[src/rtl/ide_pkg.sv]
// Shared types and constants for the IDE PIO engine: cycle states, address
// decode bit positions and the timing counter width helper.
package ide_pkg;

   typedef enum logic [2:0] {
      IDLE     = 3'd0,
      WAIT_REC = 3'd1,
      SETUP    = 3'd2,
      STROBE   = 3'd3,
      HOLD     = 3'd4
   } ide_state_t;

   localparam int IDE_REGION_BIT = 16;
   localparam int CS_SEL_BIT     = 11;
   localparam int CH_SEL_LSB     = 12;

   // One spare bit beyond the largest timing value keeps every load in range.
   function automatic int cnt_width(input int a, input int b, input int c, input int d);
      int m;
      m = a;
      m = (b > m) ? b : m;
      m = (c > m) ? c : m;
      m = (d > m) ? d : m;
      return $clog2(m) + 1;
   endfunction

endpackage

[src/rtl/ide_as_sync.sv]
// Two-flop synchroniser bringing the Zorro address strobe into the CLK domain.
// Resets to the deasserted (high) level.
module ide_as_sync (
   input  logic i_clk,
   input  logic i_rst_n,
   input  logic i_as_n,
   output logic o_as_s
);

   logic r_meta;
   logic r_sync;

   // Metastability filter chain for AS_n
   always_ff @(posedge i_clk or negedge i_rst_n) begin
      if (!i_rst_n) begin
         r_meta <= 1'b1;
         r_sync <= 1'b1;
      end else begin
         r_meta <= i_as_n;
         r_sync <= r_meta;
      end
   end

   assign o_as_s = r_sync;

endmodule

[src/rtl/ide_pio_engine.sv]
// Multi-channel IDE PIO cycle engine with programmable setup/strobe/recovery
// timing, plus the boot ROM enable / bank register.
module ide_pio_engine
   import ide_pkg::*;
#(
   parameter int CHANNELS     = 2,
   parameter int SETUP_CYC    = 1,
   parameter int ACTIVE_SLOW  = 4,
   parameter int ACTIVE_FAST  = 2,
   parameter int RECOVERY_CYC = 2
) (
   input  logic                    i_clk,
   input  logic                    i_reset_n,
   input  logic [23:1]             i_addr,
   input  logic                    i_as_n,
   input  logic                    i_uds_n,
   input  logic                    i_lds_n,
   input  logic                    i_rw,
   input  logic [3:0]              i_din,
   input  logic                    i_ide_access,
   input  logic                    i_ide_enable,
   output logic                    o_dtack,
   output logic                    o_ior_n,
   output logic                    o_iow_n,
   output logic [2*CHANNELS-1:0]   o_ide_cs_n,
   output logic                    o_ide_romen,
   output logic [1:0]              o_rom_bank,
   output logic                    o_fast_mode
);

   localparam int CSW   = 2 * CHANNELS;
   localparam int CNT_W = cnt_width(SETUP_CYC, ACTIVE_SLOW, ACTIVE_FAST, RECOVERY_CYC);
   localparam logic [CNT_W-1:0] SETUP_LD = CNT_W'(SETUP_CYC - 1);
   localparam logic [CNT_W-1:0] SLOW_LD  = CNT_W'(ACTIVE_SLOW - 1);
   localparam logic [CNT_W-1:0] FAST_LD  = CNT_W'(ACTIVE_FAST - 1);
   localparam logic [CNT_W-1:0] REC_LD   = CNT_W'(RECOVERY_CYC);

   // Chip-select pattern for selector {ch, k}; a nonexistent channel keeps all high.
   function automatic logic [CSW-1:0] cs_n_of(input logic [2:0] sel, input logic ok);
      return ok ? ~(CSW'(1'b1) << sel) : {CSW{1'b1}};
   endfunction

   logic       w_as_s;
   logic       w_start;
   logic [1:0] w_ch;
   logic [2:0] w_sel;
   logic       w_ch_ok;
   logic       w_unused;

   ide_state_t       r_state;
   logic [CNT_W-1:0] r_cnt;
   logic [CNT_W-1:0] r_rec_cnt;
   logic [2:0]       r_sel;
   logic             r_ch_ok;
   logic             r_rw;
   logic             r_fast_lat;
   logic             r_ide;
   logic             r_dtack;
   logic             r_ior_n;
   logic             r_iow_n;
   logic [CSW-1:0]   r_cs_n;
   logic             r_romen;
   logic [1:0]       r_bank;
   logic             r_fast;

   ide_as_sync u_as_sync (
      .i_clk   (i_clk),
      .i_rst_n (i_reset_n),
      .i_as_n  (i_as_n),
      .o_as_s  (w_as_s)
   );

   assign w_start  = i_ide_access & i_ide_enable & ~w_as_s & (~i_uds_n | ~i_lds_n);
   assign w_ch     = i_addr[CH_SEL_LSB+1:CH_SEL_LSB];
   assign w_sel    = {w_ch, i_addr[CS_SEL_BIT]};
   assign w_ch_ok  = ({1'b0, w_ch} < 3'(CHANNELS));
   assign w_unused = ^{i_addr[23:17], i_addr[15:14], i_addr[10:1]};

   // PIO cycle sequencer, shared recovery timer and ROM control register
   always_ff @(posedge i_clk or negedge i_reset_n) begin
      if (!i_reset_n) begin
         r_state    <= IDLE;
         r_cnt      <= '0;
         r_rec_cnt  <= '0;
         r_sel      <= 3'd0;
         r_ch_ok    <= 1'b0;
         r_rw       <= 1'b0;
         r_fast_lat <= 1'b0;
         r_ide      <= 1'b0;
         r_dtack    <= 1'b0;
         r_ior_n    <= 1'b1;
         r_iow_n    <= 1'b1;
         r_cs_n     <= {CSW{1'b1}};
         r_romen    <= 1'b1;
         r_bank     <= 2'b00;
         r_fast     <= 1'b0;
      end else begin
         // Later loads in the case below take precedence over this countdown.
         if (r_rec_cnt != '0) begin
            r_rec_cnt <= r_rec_cnt - CNT_W'(1'b1);
         end
         case (r_state)
            IDLE: begin
               if (w_start && i_addr[IDE_REGION_BIT]) begin
                  r_sel      <= w_sel;
                  r_ch_ok    <= w_ch_ok;
                  r_rw       <= i_rw;
                  r_fast_lat <= r_fast;
                  r_ide      <= 1'b1;
                  if (r_rec_cnt != '0) begin
                     r_state <= WAIT_REC;
                  end else begin
                     r_state <= SETUP;
                     r_cs_n  <= cs_n_of(w_sel, w_ch_ok);
                     r_cnt   <= SETUP_LD;
                  end
               end else if (w_start && !i_rw) begin
                  r_bank  <= i_din[3:2];
                  r_fast  <= i_din[1];
                  r_romen <= ~i_din[0];
                  r_ide   <= 1'b0;
                  r_dtack <= 1'b1;
                  r_state <= HOLD;
               end else if (w_start && r_romen) begin
                  r_ide   <= 1'b0;
                  r_dtack <= 1'b1;
                  r_state <= HOLD;
               end
            end
            WAIT_REC: begin
               if (w_as_s) begin
                  r_state <= IDLE;
               end else if (r_rec_cnt == '0) begin
                  r_state <= SETUP;
                  r_cs_n  <= cs_n_of(r_sel, r_ch_ok);
                  r_cnt   <= SETUP_LD;
               end
            end
            SETUP: begin
               if (w_as_s) begin
                  r_cs_n    <= {CSW{1'b1}};
                  r_rec_cnt <= REC_LD;
                  r_state   <= IDLE;
               end else if (r_cnt == '0) begin
                  r_ior_n <= ~(r_ch_ok & r_rw);
                  r_iow_n <= ~(r_ch_ok & ~r_rw);
                  r_cnt   <= r_fast_lat ? FAST_LD : SLOW_LD;
                  r_state <= STROBE;
               end else begin
                  r_cnt <= r_cnt - CNT_W'(1'b1);
               end
            end
            STROBE: begin
               if (w_as_s) begin
                  r_ior_n   <= 1'b1;
                  r_iow_n   <= 1'b1;
                  r_cs_n    <= {CSW{1'b1}};
                  r_rec_cnt <= REC_LD;
                  r_state   <= IDLE;
               end else if (r_cnt == '0) begin
                  r_ior_n <= 1'b1;
                  r_iow_n <= 1'b1;
                  r_dtack <= 1'b1;
                  r_state <= HOLD;
               end else begin
                  r_cnt <= r_cnt - CNT_W'(1'b1);
               end
            end
            HOLD: begin
               if (w_as_s) begin
                  r_cs_n  <= {CSW{1'b1}};
                  r_dtack <= 1'b0;
                  if (r_ide) begin
                     r_rec_cnt <= REC_LD;
                  end
                  r_state <= IDLE;
               end
            end
            default: begin
               r_ior_n <= 1'b1;
               r_iow_n <= 1'b1;
               r_cs_n  <= {CSW{1'b1}};
               r_dtack <= 1'b0;
               r_state <= IDLE;
            end
         endcase
      end
   end

   assign o_dtack     = r_dtack;
   assign o_ior_n     = r_ior_n;
   assign o_iow_n     = r_iow_n;
   assign o_ide_cs_n  = r_cs_n;
   assign o_ide_romen = r_romen;
   assign o_rom_bank  = r_bank;
   assign o_fast_mode = r_fast;

endmodule

[config.mk]
export PLATFORM = sky130hd
export DESIGN_NAME = ide_pio_engine
export DESIGN_NICKNAME = d
export VERILOG_FILES = /design/src/rtl/ide_pkg.sv /design/src/rtl/ide_as_sync.sv /design/src/rtl/ide_pio_engine.sv
export SDC_FILE = /design/constraint.sdc
export NUM_CORES = 1
export LEC_CHECK = 0
export CORE_MARGIN = 2
export CORE_UTILIZATION = 49
export CTS_BUF_LIST = sky130_fd_sc_hd__clkbuf_8
export DETAILED_ROUTE_END_ITERATION = 16
export GPL_TIMING_DRIVEN = 0
export PLACE_DENSITY_LB_ADDON = 0.2
export SYNTH_ARGS = -nofsm -noshare
export SYNTH_HDL_FRONTEND = slang
export SYNTH_SLANG_ARGS = --single-unit
[constraint.sdc]
create_clock -name i_clk -period 2.65 [get_ports i_clk]
set_clock_uncertainty 0.05 [all_clocks]
set_input_delay 0.265 -clock i_clk [delete_from_list [all_inputs] [get_ports i_clk]]
set_output_delay 0.265 -clock i_clk [all_outputs]
set_load 0.03 [all_outputs]
### Word level (Yosys, flattened, before mapping)

Cells that the tools add are included.

* $add $sub $neg: 2
* magnitude comparators: 1
* eq/ne operators: 21
* shift-type cells: 2
* multiplexer cells: 52
* bitwise gates (word level): 18
* reductions and logical operators: 22

Operator list (number)
* 3-bit 2-to-1 mux: 22
* 4-bit 2-to-1 mux: 7
* 2-bit inequality test, second input constant: 10
* 3-bit one-hot mux with 5 select lines: 1
* 1-bit 2-to-1 mux: 14
* 3-bit one-hot mux with 4 select lines: 1
* 4-bit one-hot mux with 3 select lines: 1
* 1-bit NOT: 10
* 5-bit AND reduction: 2
* 3-bit logical NOT: 3
* 3-bit by 2-bit inequality test with 1-bit output, second input constant: 3
* 4-bit NOT: 2
* 8-bit AND reduction: 1
* 1-bit by 3-bit left shift with 4-bit output, first input constant: 2
* 3-bit by 2-bit == test with 1-bit output, second input constant: 2
* 1-bit one-hot mux with 3 select lines: 2
* 3-bit one-hot mux with 2 select lines: 1
* 6-bit AND reduction: 1
* 3-bit nonzero test: 2
* 3-bit OR reduction: 2
* 3-bit by 1-bit subtractor with 3-bit output, second input constant: 2
* 1-bit AND: 5
* 2-bit 2-to-1 mux: 2
* 2-bit by 1-bit inequality test with 1-bit output, second input constant: 2
* 14 further kinds: 18

* register bits: 29
* input bits: 35
* output and inout bits: 11
* word-level logic and storage cells: 135

### Depth between registers and ports, before layout

* depth in word-level cells: 8
* depth in mapped cells: 7
* depth with buffers taken out: 6

### Modules after synthesis

From an unflattened synthesis, not the netlist that was laid out.

* cell total of the unflattened synthesis: 153
* area, all modules: 1594.0 µm²

By module, submodules not included
* ide_pio_engine: times used 1, cells each 151, area an instance 1541.5 µm², sequential area each 684.4 µm²
* ide_as_sync: times used 1, cells each 2, area an instance 52.6 µm², sequential area each 52.6 µm²

### Worst setup path before layout

Ideal clock, no wire load.

* path kind: register to register
* from: register r_rec_cnt[0]
* to: register r_cs_n[0], in the netlist o_ide_cs_n[0]
* library setup time: 0.082 ns
* data arrival time: 1.872 ns
* required time: 2.518 ns
* setup slack: 0.646 ns
* cell stages (with the launch flop): 8
* buffers on the path: 1
* period minus slack after synthesis: 2.004 ns
* path through: dfrtp_1 > inv_1 > ha_1 > nand2b_1 > buf_4 > a21oi_1 > o311ai_0 > mux2_2

* longest elaborated chain between the ends: 3
* elaborated cells on any way between the ends: 5
* those cells by class: eq/ne: 2; reduce/logical: 3

Ends and longest elaborated chain
* from (decl): RTL line ide_pio_engine.sv:52 `logic [CNT_W-1:0] r_rec_cnt;`
* from (signal assigned): RTL line ide_pio_engine.sv:100 `r_rec_cnt <= r_rec_cnt - CNT_W'(1'b1);`
* 3-bit logical NOT / 3-bit nonzero test (equally long branches): RTL line ide_pio_engine.sv:133, ide_pio_engine.sv:110
* 2-bit inequality test (no line)
* 5-bit AND reduction (no line) *
* to (signal assigned): RTL line ide_pio_engine.sv:135 `r_cs_n <= cs_n_of(r_sel, r_ch_ok);`
* to (signal assigned): RTL line ide_pio_engine.sv:141 `r_cs_n <= {CSW{1'b1}};`
* to (signal assigned): RTL line ide_pio_engine.sv:157 `r_cs_n <= {CSW{1'b1}};`
* to (decl): RTL line ide_pio_engine.sv:61 `logic [CSW-1:0] r_cs_n;`

Every way passes the cells marked *; elsewhere a longest branch is shown, timed or not.
A chain may end at the register's enable or synchronous reset.

### Worst setup path in the final report

* from: register r_rec_cnt[0]
* to: register r_cs_n[1], in the netlist o_ide_cs_n[1]

The elaborated chain is that of the path after synthesis.

==> flow_metrics.py <==
metrics = {
    "outcome": {
        "status": "finished, violations left",
        "violations": "negative hold slack",
    },
    "cells_and_area": {
        "syn_to_final_growth_pct": 26.66,
        "nets": 223,
        "final_core_util": 0.6585,
        "drive_above_1_share": 0.1892,
        "diodes": 0,
        "layout_common_cells": "25 x clkdlybuf4s50_1, 20 x dfrtp_1, 12 x inv_1, 9 x mux2_2, 9 x dfstp_2",
        "final_common_cell": "clkdlybuf4s50_1",
        "n_fill_cell": 267,
    },
    "critical_path": {
        "r2r-start": "r_rec_cnt[0]$_DFF_PN0_",
        "rrSetupSlack_ns": 0.30,
        "required_ns": 2.81,
        "cp.buffers_inverters": 2,
        "endpoint_kind": "flop",
        "path_delay_family": "compound AO/OA/AOI/OAI gates",
        "crit_fanout": 8,
        "r2r_end": "o_ide_cs_n[1]$_DFFE_PN1P_",
        "criticalPathCategory": "reg2reg",
        "cpPeakStageDelay_ns": 0.91,
        "path_cells": "inv_1 > ha_1 > nand2b_1 > buf_4 > a21oi_1 > o311ai_0 > mux2_2",
        "critPathLaunchType": "flop",
        "reg2regPathDepth": 7,
        "arrival_ns": 2.51,
        "cpMaxStageDelayCell": "o311ai_0",
    },
    "floorplanning": {
        "die_area_sq_mm": 0.003739,
        "die_h_um": 61.15,
        "core_sq_mm": 0.003078,
        "initial_utilization": 0.5199,
        "boundaryPins": 46,
        "fp.dieW_um": 61.15,
        "rows": 20,
    },
    "sta": {
        "holdWs_ns": -0.05126,
        "slew_headroom": 0.2510,
        "tns_ns": 0,
        "layout_worst_path_cycle_share": 0.8864,
        "fin_crit_ns": 2.349,
        "fmax_mhz": 425.7,
        "finalMaxSlewViolations": 0,
        "worst_pin_slew_ns": 1.109,
        "setup_viol": 0,
        "hold_viol_final": 20,
        "rsz0062_at_grt": "false",
    },
    "clock_network": {
        "htreeDepth": 2,
        "cts_resized": 0,
        "clkSlewWorstSetupHoldPaths_ns": 0.07,
        "root_buffer": "clkbuf_8",
        "cts_hold_buf": 0,
        "cts_setup_buffers": 0,
        "clockBufferDepth": 2,
        "clkSinkCount": 29,
        "cts_buffers": 5,
        "cts_tree": "done",
        "insertion_delay_ns": 0.28,
    },
    "yosys": {
        "synthMuxAreaShare": 0.1165,
        "synth_fa_ha_area_frac": 0.03127,
        "yosys.area_share.simple": 0.1908,
        "yosysSeqAreaShare": 0.4605,
        "synth_xor_area_frac": 0.005473,
        "netlist_area_sq_mm": 0.001600,
        "async_reset_ff_frac": 1.000,
        "synthesis.nets": 190,
        "synth_compound_area_frac": 0.1517,
        "synthFlopType": "dfrtp_1",
        "netlist_instances": 151,
        "yosys_register_bits": 29,
        "synth_top_family_by_area": "simple AND/OR/NAND/NOR gates",
        "synth_cell_types": 50,
        "synth_edf_count": 0,
        "ys_warn_count": 0,
        "synth.avg_cell_area_sq_um": 10.60,
    },
    "power": {
        "leakage_nw": 0.8738,
        "clockPowerShare": 0.211,
        "seqPwrFrac": 0.343,
        "vdd_drop_max_mv": 0.5945,
        "p_comb_frac": 0.445,
        "power_switching_mw": 0.8278,
        "swShare": 0.3723,
        "power_density_mw_per_mm2": 1097,
        "p_int_mw": 1.396,
        "p_total_mw": 2.223,
    },
    "detailed_routing": {
        "dr.pass1.iters": 4,
        "drt_iter0_drc": 44,
        "wirelength_um": 3473,
        "via_per_inst": 5.646,
        "vias": 1293,
        "wl_per_cell_um": 15.17,
        "ant_nets": 0,
        "drc": 0,
    },
    "min_path": {
        "hp-class": "in2async",
    },
    "placed_design": {
        "dp_hpwl_um": 2602,
        "globalplace.congestion": 0.8490,
        "port_buffers": 26,
    },
    "global_route": {
        "grt_first_pass_wirelength_um": 5885,
        "grt_antenna_before_repair": 0,
        "grt_max_degree": 30,
        "first_global_vias": 1304,
        "grt_util_all_layers": 0.2195,
        "grt-ovfl-total": 0,
    },
    "flow_run": {
        "maxCapViolations": 0,
    },
}
how the worst max path moves through the flow:
stage / start / to / slack (ns) / cells after the start
global placement: i_addr[16] / o_ide_cs_n[1]$_DFFE_PN1P_ / 0.17 / 5
global route: r_rec_cnt[0]$_DFF_PN0_ / o_ide_cs_n[0]$_DFFE_PN1P_ / 0.11 / 7
floorplan: r_rec_cnt[0]$_DFF_PN0_ / o_ide_cs_n[0]$_DFFE_PN1P_ / 0.65 / 7
CTS: r_rec_cnt[0]$_DFF_PN0_ / o_ide_cs_n[1]$_DFFE_PN1P_ / 0.29 / 7
finish: r_rec_cnt[0]$_DFF_PN0_ / o_ide_cs_n[1]$_DFFE_PN1P_ / 0.30 / 7
detailed placement: i_addr[16] / o_ide_cs_n[1]$_DFFE_PN1P_ / 0.18 / 5
registers in the layout (all words and copies together) (netlist names):
name and cells:
r_sel 3, o_fast_mode 1, r_ch_ok 1, r_fast_lat 1
r_rec_cnt 3, r_ide 1, r_rw 1, r_state 3
u_as_sync.o_as_s 1, o_ide_romen 1, o_ior_n 1, u_as_sync.r_meta 1
o_rom_bank 2, r_cnt 3, o_iow_n 1, o_ide_cs_n 4
o_dtack 1
through the flow:
step           cell area, sq um  instances  worst slack (ns)
6_report                   2027        229            0.3011
5_1_grt                    2027        229            0.1119
4_1_cts                    2032        229            0.2920
3_5_place_dp               1916        221            0.1752
3_3_place_gp               1916        221            0.1706
2_1_floorplan              1600        151            0.6458
metal layers:
layer  GRT usage  part of all wire  vias up
met5           0                 0        -
met1      0.2793              0.47      632
met4     0.09627            0.0084        0
met3     0.06092             0.054        4
li1            -                 -      614
met2      0.3495              0.47       43
final cells by class:
cell class,count,area (sq um),area share
Buffer,6,28.78,0.01420
Clock buffer,6,82.58,0.04074
Sequential cell,29,737.0,0.3636
Timing Repair Buffer,26,255.2,0.1259
Multi-Input combinational cell,105,793.3,0.3914
Inverter,11,41.29,0.02037
Tap cell,44,55.05,0.02716
Clock inverter,2,33.78,0.01667
power groups by stage:
| stage | sequential (mW) | clock, mW | combinational (mW) |
|---|---|---|---|
| finish | 0.763 | 0.470 | 0.990 |
| detailed placement | 0.766 | 0 | 0.985 |
| global placement | 0.760 | 0 | 0.948 |
| CTS | 0.761 | 0.484 | 0.990 |
| floorplan | 0.847 | 0 | 0.599 |
| global route | 0.789 | 0.500 | 1.09 |
cell families after synthesis:
group	Yosys count
xor gates and xnor gates	1
AOI/OAI and AO/OA	35
muxes	16
adders and majority gates	4
and+or+nand+nor	49
DFF	29
buffers and inverters	17
cells in the mapped netlist (all sizes together) (4+ instances only):
master | count | area, sq um
dfrtp | 20 | 500.5
mux2 | 12 | 146.4
inv | 11 | 41.29
dfstp | 9 | 236.5
nor2 | 8 | 30.03
o21ai | 8 | 40.04
a21oi | 7 | 35.03
nor2b | 7 | 43.79
nand2 | 6 | 22.52
ha | 4 | 50.05
mux2i | 4 | 40.04
nand2b | 4 | 25.02
nor3b | 4 | 35.03
Note: power is estimated with default switching activity, not from simulation.
==> variant 1, RTL diff (same flow settings) <==
Change the parameter `ACTIVE_SLOW` from 4 to 3.
--- a/src/rtl/ide_pio_engine.sv
+++ b/src/rtl/ide_pio_engine.sv
@@ -5,7 +5,7 @@
 #(
    parameter int CHANNELS     = 2,
    parameter int SETUP_CYC    = 1,
-   parameter int ACTIVE_SLOW  = 4,
+   parameter int ACTIVE_SLOW  = 3,
    parameter int ACTIVE_FAST  = 2,
    parameter int RECOVERY_CYC = 2
 ) (
Behaviour: not the same (a bounded check fails within 10 cycles, from zero or initial values and one cycle with i_reset_n low).
==> variant 1 against the original RTL <==
  * The flow still finishes with violations (hold timing)
  * Setup slack improved by 140 ps
  * Power fell by 19%
  * Global-route usage is 2.0 points lower
  * Routed wire length about the same
  * Synthesized area up 4.5%
  * Synthesized cell count up 4.6%
  * Sequential cell count is the same
  * Design area up 2.2%
  * Core utilization decreased by 3.3 points
  * Largest cell class unchanged
  * Largest power group unchanged
==> variant 1: results (changes against the original RTL) <==
stage	metric	value	unit	change
yosys	synth_area_leaders	dfrtp_1, dfstp_2, mux2_2		
power	leakagePower	0.902	nW	+3.3%
worst_setup_path	critPathSlowestCell	dfstp_2		
yosys	yosys.area_share.xor_xnor	0.524	%	-0.023 points
worst_setup_path	r2r_cells	5		-2
worst_setup_path	crit_path_max_fanout	10		+2
yosys	yosysSeqAreaShare	44.1	%	-2.0 points
routing	drt-met1-wl	1.51	mm	-7.2%
grt	grt_pass1_wl	6.11	mm	+3.9%
routing	wl	3.48	mm	about the same
finish	drive_gt1_share	20.4	%	+1.5 points
placement	place.port_buffers	26		unchanged
yosys	synth_compound_area_share	15.9	%	+0.70 points
yosys	yosysUniqueCellTypes	50		unchanged
worst_setup_path	slowest_delay	520	ps	-390 ps
routing	wl_met3	211	microns	+13%
placement	place.gp.congestion	0.843		-0.77%
run_status	violations	hold timing		
power	peakVddDrop	404	uV	-32%
yosys	synthMuxAreaShare	10.8	%	-0.87 points
worst_setup_path	cp.arrival	2370	ps	-140 ps
finish	fillers	291		+9.0%
timing	tightestPinTransition	631	ps	-478 ps
grt	grt_usage	20.0	%	-2.0 points
finish	nNetsFinal	230		+3.1%
grt	first_global_vias	1363		+4.5%
yosys	synth_adder_area_share	2.99	%	-0.13 points
timing	final_hold_viol_count	20		unchanged
placement	dp_hpwl	2.63	mm	+1.1%
timing	whs	-47.3	ps	+3.92 ps
yosys	yosys-top-cells-count	dfrtp_1, inv_1, nor2_1, dfstp_2, nand2_1		
routing	drt-initial-drc-count	79		+80%
routing	top_layer	met4		
run_status	run_status	finished, violations left		
yosys	synth_fp_nets	197		+3.7%
power	netSwitchingFraction	36.0	%	-1.3 points
routing	wl_met2	1.69	mm	+3.9%
## variant 1: path summary, 6_finish.rpt
kind	startpoint	endpoint	slack, ps
worst max-delay path	u_as_sync.o_as_s$_DFF_PN1_	o_ide_cs_n[3]$_DFFE_PN1P_	440
worst min-delay path	i_reset_n	r_state[2]$_DFFE_PN0P_	-50
worst max register to register	u_as_sync.o_as_s$_DFF_PN1_	o_ide_cs_n[3]$_DFFE_PN1P_	440
worst min register to register	u_as_sync.r_meta$_DFF_PN1_	u_as_sync.o_as_s$_DFF_PN1_	310
max in group asynchronous	i_reset_n	r_cnt[0]$_DFFE_PN0P_	2190
min in group i_clk	u_as_sync.r_meta$_DFF_PN1_	u_as_sync.o_as_s$_DFF_PN1_	310
## variant 1: logic make-up after synthesis
logic type                 Yosys count
and+or+nand+nor                     52
buffers and inverters               20
AOI/OAI and AO/OA                   37
DFF                                 29
muxes                               15
adders and majority gates            4
xor gates and xnor gates             1
## variant 1: cell type report
cell class / instances / area share (%)
well taps: 46 / 2.78
flip-flops and latches: 29 / 35.6
multi-input cells: 109 / 40.4
clock inverters: 1 / 0.181
clock buffers: 6 / 3.99
inverters: 12 / 2.18
repair buffers: 26 / 12.3
plain buffers: 8 / 2.60
## variant 1: through the flow
step	setup WS (ps)	instances	cell area, sq um
CTS	396	237	2080
detailed placement	408	230	1990
global route	290	237	2070
global placement	455	230	1990
floorplan	695	158	1670
finish	440	237	2070
## variant 1: metal layers
layer  track usage, %  vias up
met5                0        -
met4             10.3        0
met3             4.32        8
met2             31.9       53
met1             25.7      627
li1                 -      642
## variant 1: power groups by stage
stage	logic, mW	clock network (mW)	registers, mW
floorplan	0.439	0	0.772
global placement	0.736	0	0.687
detailed placement	0.760	0	0.695
CTS	0.764	0.370	0.689
global route	0.834	0.393	0.707
finish	0.758	0.364	0.687
## variant 1: worst max-delay path, delay by kind of cell, from the launching register on
family | cells | cell delay, ps
flops | 1 | 520
buf+inv | 1 | 320
simple gates | 1 | 130
compound gates | 2 | 740
mux | 1 | 390
==> variant 2, RTL diff (same settings) <==
Made on the original files. Re-encode `ide_state_t` (5 states) as Gray code, 3 bits wide.
--- a/src/rtl/ide_pkg.sv
+++ b/src/rtl/ide_pkg.sv
@@ -3,11 +3,11 @@
 package ide_pkg;
 
    typedef enum logic [2:0] {
-      IDLE     = 3'd0,
-      WAIT_REC = 3'd1,
-      SETUP    = 3'd2,
-      STROBE   = 3'd3,
-      HOLD     = 3'd4
+      IDLE     = 3'b000,
+      WAIT_REC = 3'b001,
+      SETUP    = 3'b011,
+      STROBE   = 3'b010,
+      HOLD     = 3'b110
    } ide_state_t;
 
    localparam int IDE_REGION_BIT = 16;
Check against the original RTL: same outputs for any inputs over 10 cycles, from zero or initial values and one cycle with i_reset_n low; not proved beyond that.
==> variant 2 against the original RTL <==
  * The run still ends with hold timing left
  * Routed wire length is 9.1% higher
  * Design area rose by 3.7%
  * Combinational power up 6%
  * Count of clock-buffer cells in the layout unchanged
  * Sequential cell count is the same
  * Final cell count grew 6.1%
  * Setup slack improved by 290 ps
  * Sequential power decreased by 0.8%
  * Power increased by 2.9%
  * Synthesized area grew 4.3%
==> variant 2: results (changes against the original RTL) <==
stage	metric	value	unit	change
worst_setup_path	crit_path_max_fanout	5		-3
finish	drive_gt1_share	20.3	%	+1.4 points
placement	place.port_buffers	26		unchanged
power	netSwitchingFraction	38.3	%	+1.1 points
yosys	synth_area_leaders	dfrtp_1, dfstp_2, mux2_2		
timing	finalSetupViolCount	0		unchanged
worst_setup_path	slowest_delay	430	ps	-480 ps
timing	whs	-57.8	ps	-6.52 ps
worst_setup_path	crit-reg2reg-capture	o_fast_mode$_DFFE_PN0P_		
routing	drt-met1-wl	1.52	mm	-7.0%
finish	largest_reg_flops	4		unchanged
routing	wl_per_cell	15.6	microns	+2.8%
grt	grtUsageMet1	24.9	%	-3.0 points
routing	drt-initial-drc-count	46		+4.5%
placement	place.gp.congestion	0.861		+1.4%
power	leakagePower	0.841	nW	-3.7%
worst_setup_path	r2r_cells	5		-2
yosys	ys_warn_count	0		unchanged
clocking	clk_latency	290	ps	
placement	place_ws	306	ps	+130 ps
clocking	clk_pin_slew_worst_paths	70	ps	about the same
power	pwr-share-clk	21.0	%	
yosys	yosysSeqAreaShare	44.2	%	-1.9 points
yosys	synth_fp_nets	202		+6.3%
worst_setup_path	critPathSlowestCell	or4_4		
timing	final_hold_viol_count	20		unchanged
worst_setup_path	startpoint	i_uds_n		
grt	use_met2	37.8	%	+2.8 points
yosys	yosysUniqueCellTypes	46		-8.0%
yosys	async_flop_share	100	%	unchanged
placement	post_dp_cell_area	0.00199	sq mm	+3.7%
worst_setup_path	cp.arrival	2190	ps	-320 ps
grt	use_met3	7.07	%	+0.97 points
placement	dp_hpwl	2.79	mm	+7.1%
grt	grt_max_degree	30		unchanged
timing	tightestPinTransition	632	ps	-478 ps
power	peakVddDrop	602	uV	+1.3%
hold_path	hold_class	primary input to async pin		
routing	route.vias.total	1434		+11%
finish	layout.cells.non_filler	243		+6.1%
power	p_comb	1.05	mW	+6%
worst_setup_path	rrSetupSlack	590	ps	+290 ps
routing	wl_met3	271	microns	+46%
yosys	yosys-top-cells-count	dfrtp_1, mux2_2, inv_1, nor2_1		
worst_setup_path	timing.rr.start	r_state[1]$_DFFE_PN0P_		
yosys	netlist_instances	163		+7.9%
grt	grt_usage	22.0	%	+0.061 points
run_status	run_status	finished, violations left		
routing	wl_met2	1.93	mm	+19%
worst_setup_path	crit_family	simple AND/OR/NAND/NOR gates		
finish	fillers	300		+12%
finish	fin_util	63.5	%	-2.4 points
timing	finalCritPeriodShare	77.8	%	-11 points
clocking	cts.path.max_buffers	2		unchanged
grt	grt_pass1_wl	6.63	mm	+13%
clocking	ctsResizeCount	0		unchanged
run_status	violations	hold timing		
-- variant 2: cell types whose count changed after synthesis, sizes merged, moves of 4 or more --
cell / delta
or4: +4
nor3b: -4
nor4b: +4
nand4: +5
nor2b: -4
-- variant 2: through the flow --
stage               hold slack (ps)  power [mW]
detailed placement              299        1.80
finish                        -57.8        2.29
global route                   3.23        2.45
CTS                             308        2.30
global placement                295        1.76
floorplan                     -80.6        1.49
-- variant 2: cell type report --
type | instances | share of cell area (%)
plain buffers | 7 | 1.96
clock buffers | 6 | 3.93
clock inverters | 2 | 1.79
inverters | 10 | 1.79
multi-input cells | 117 | 40.6
flip-flops and latches | 29 | 35.1
well taps | 46 | 2.74
repair buffers | 26 | 12.1
-- variant 2: cells by family after synthesis --
logic type / synth area share, %
compound gates: 12.7
xor+xnor: 0.525
fa+ha+maj: 3.00
buf+inv: 4.72
flops: 44.2
mux: 11.4
simple gates: 23.5
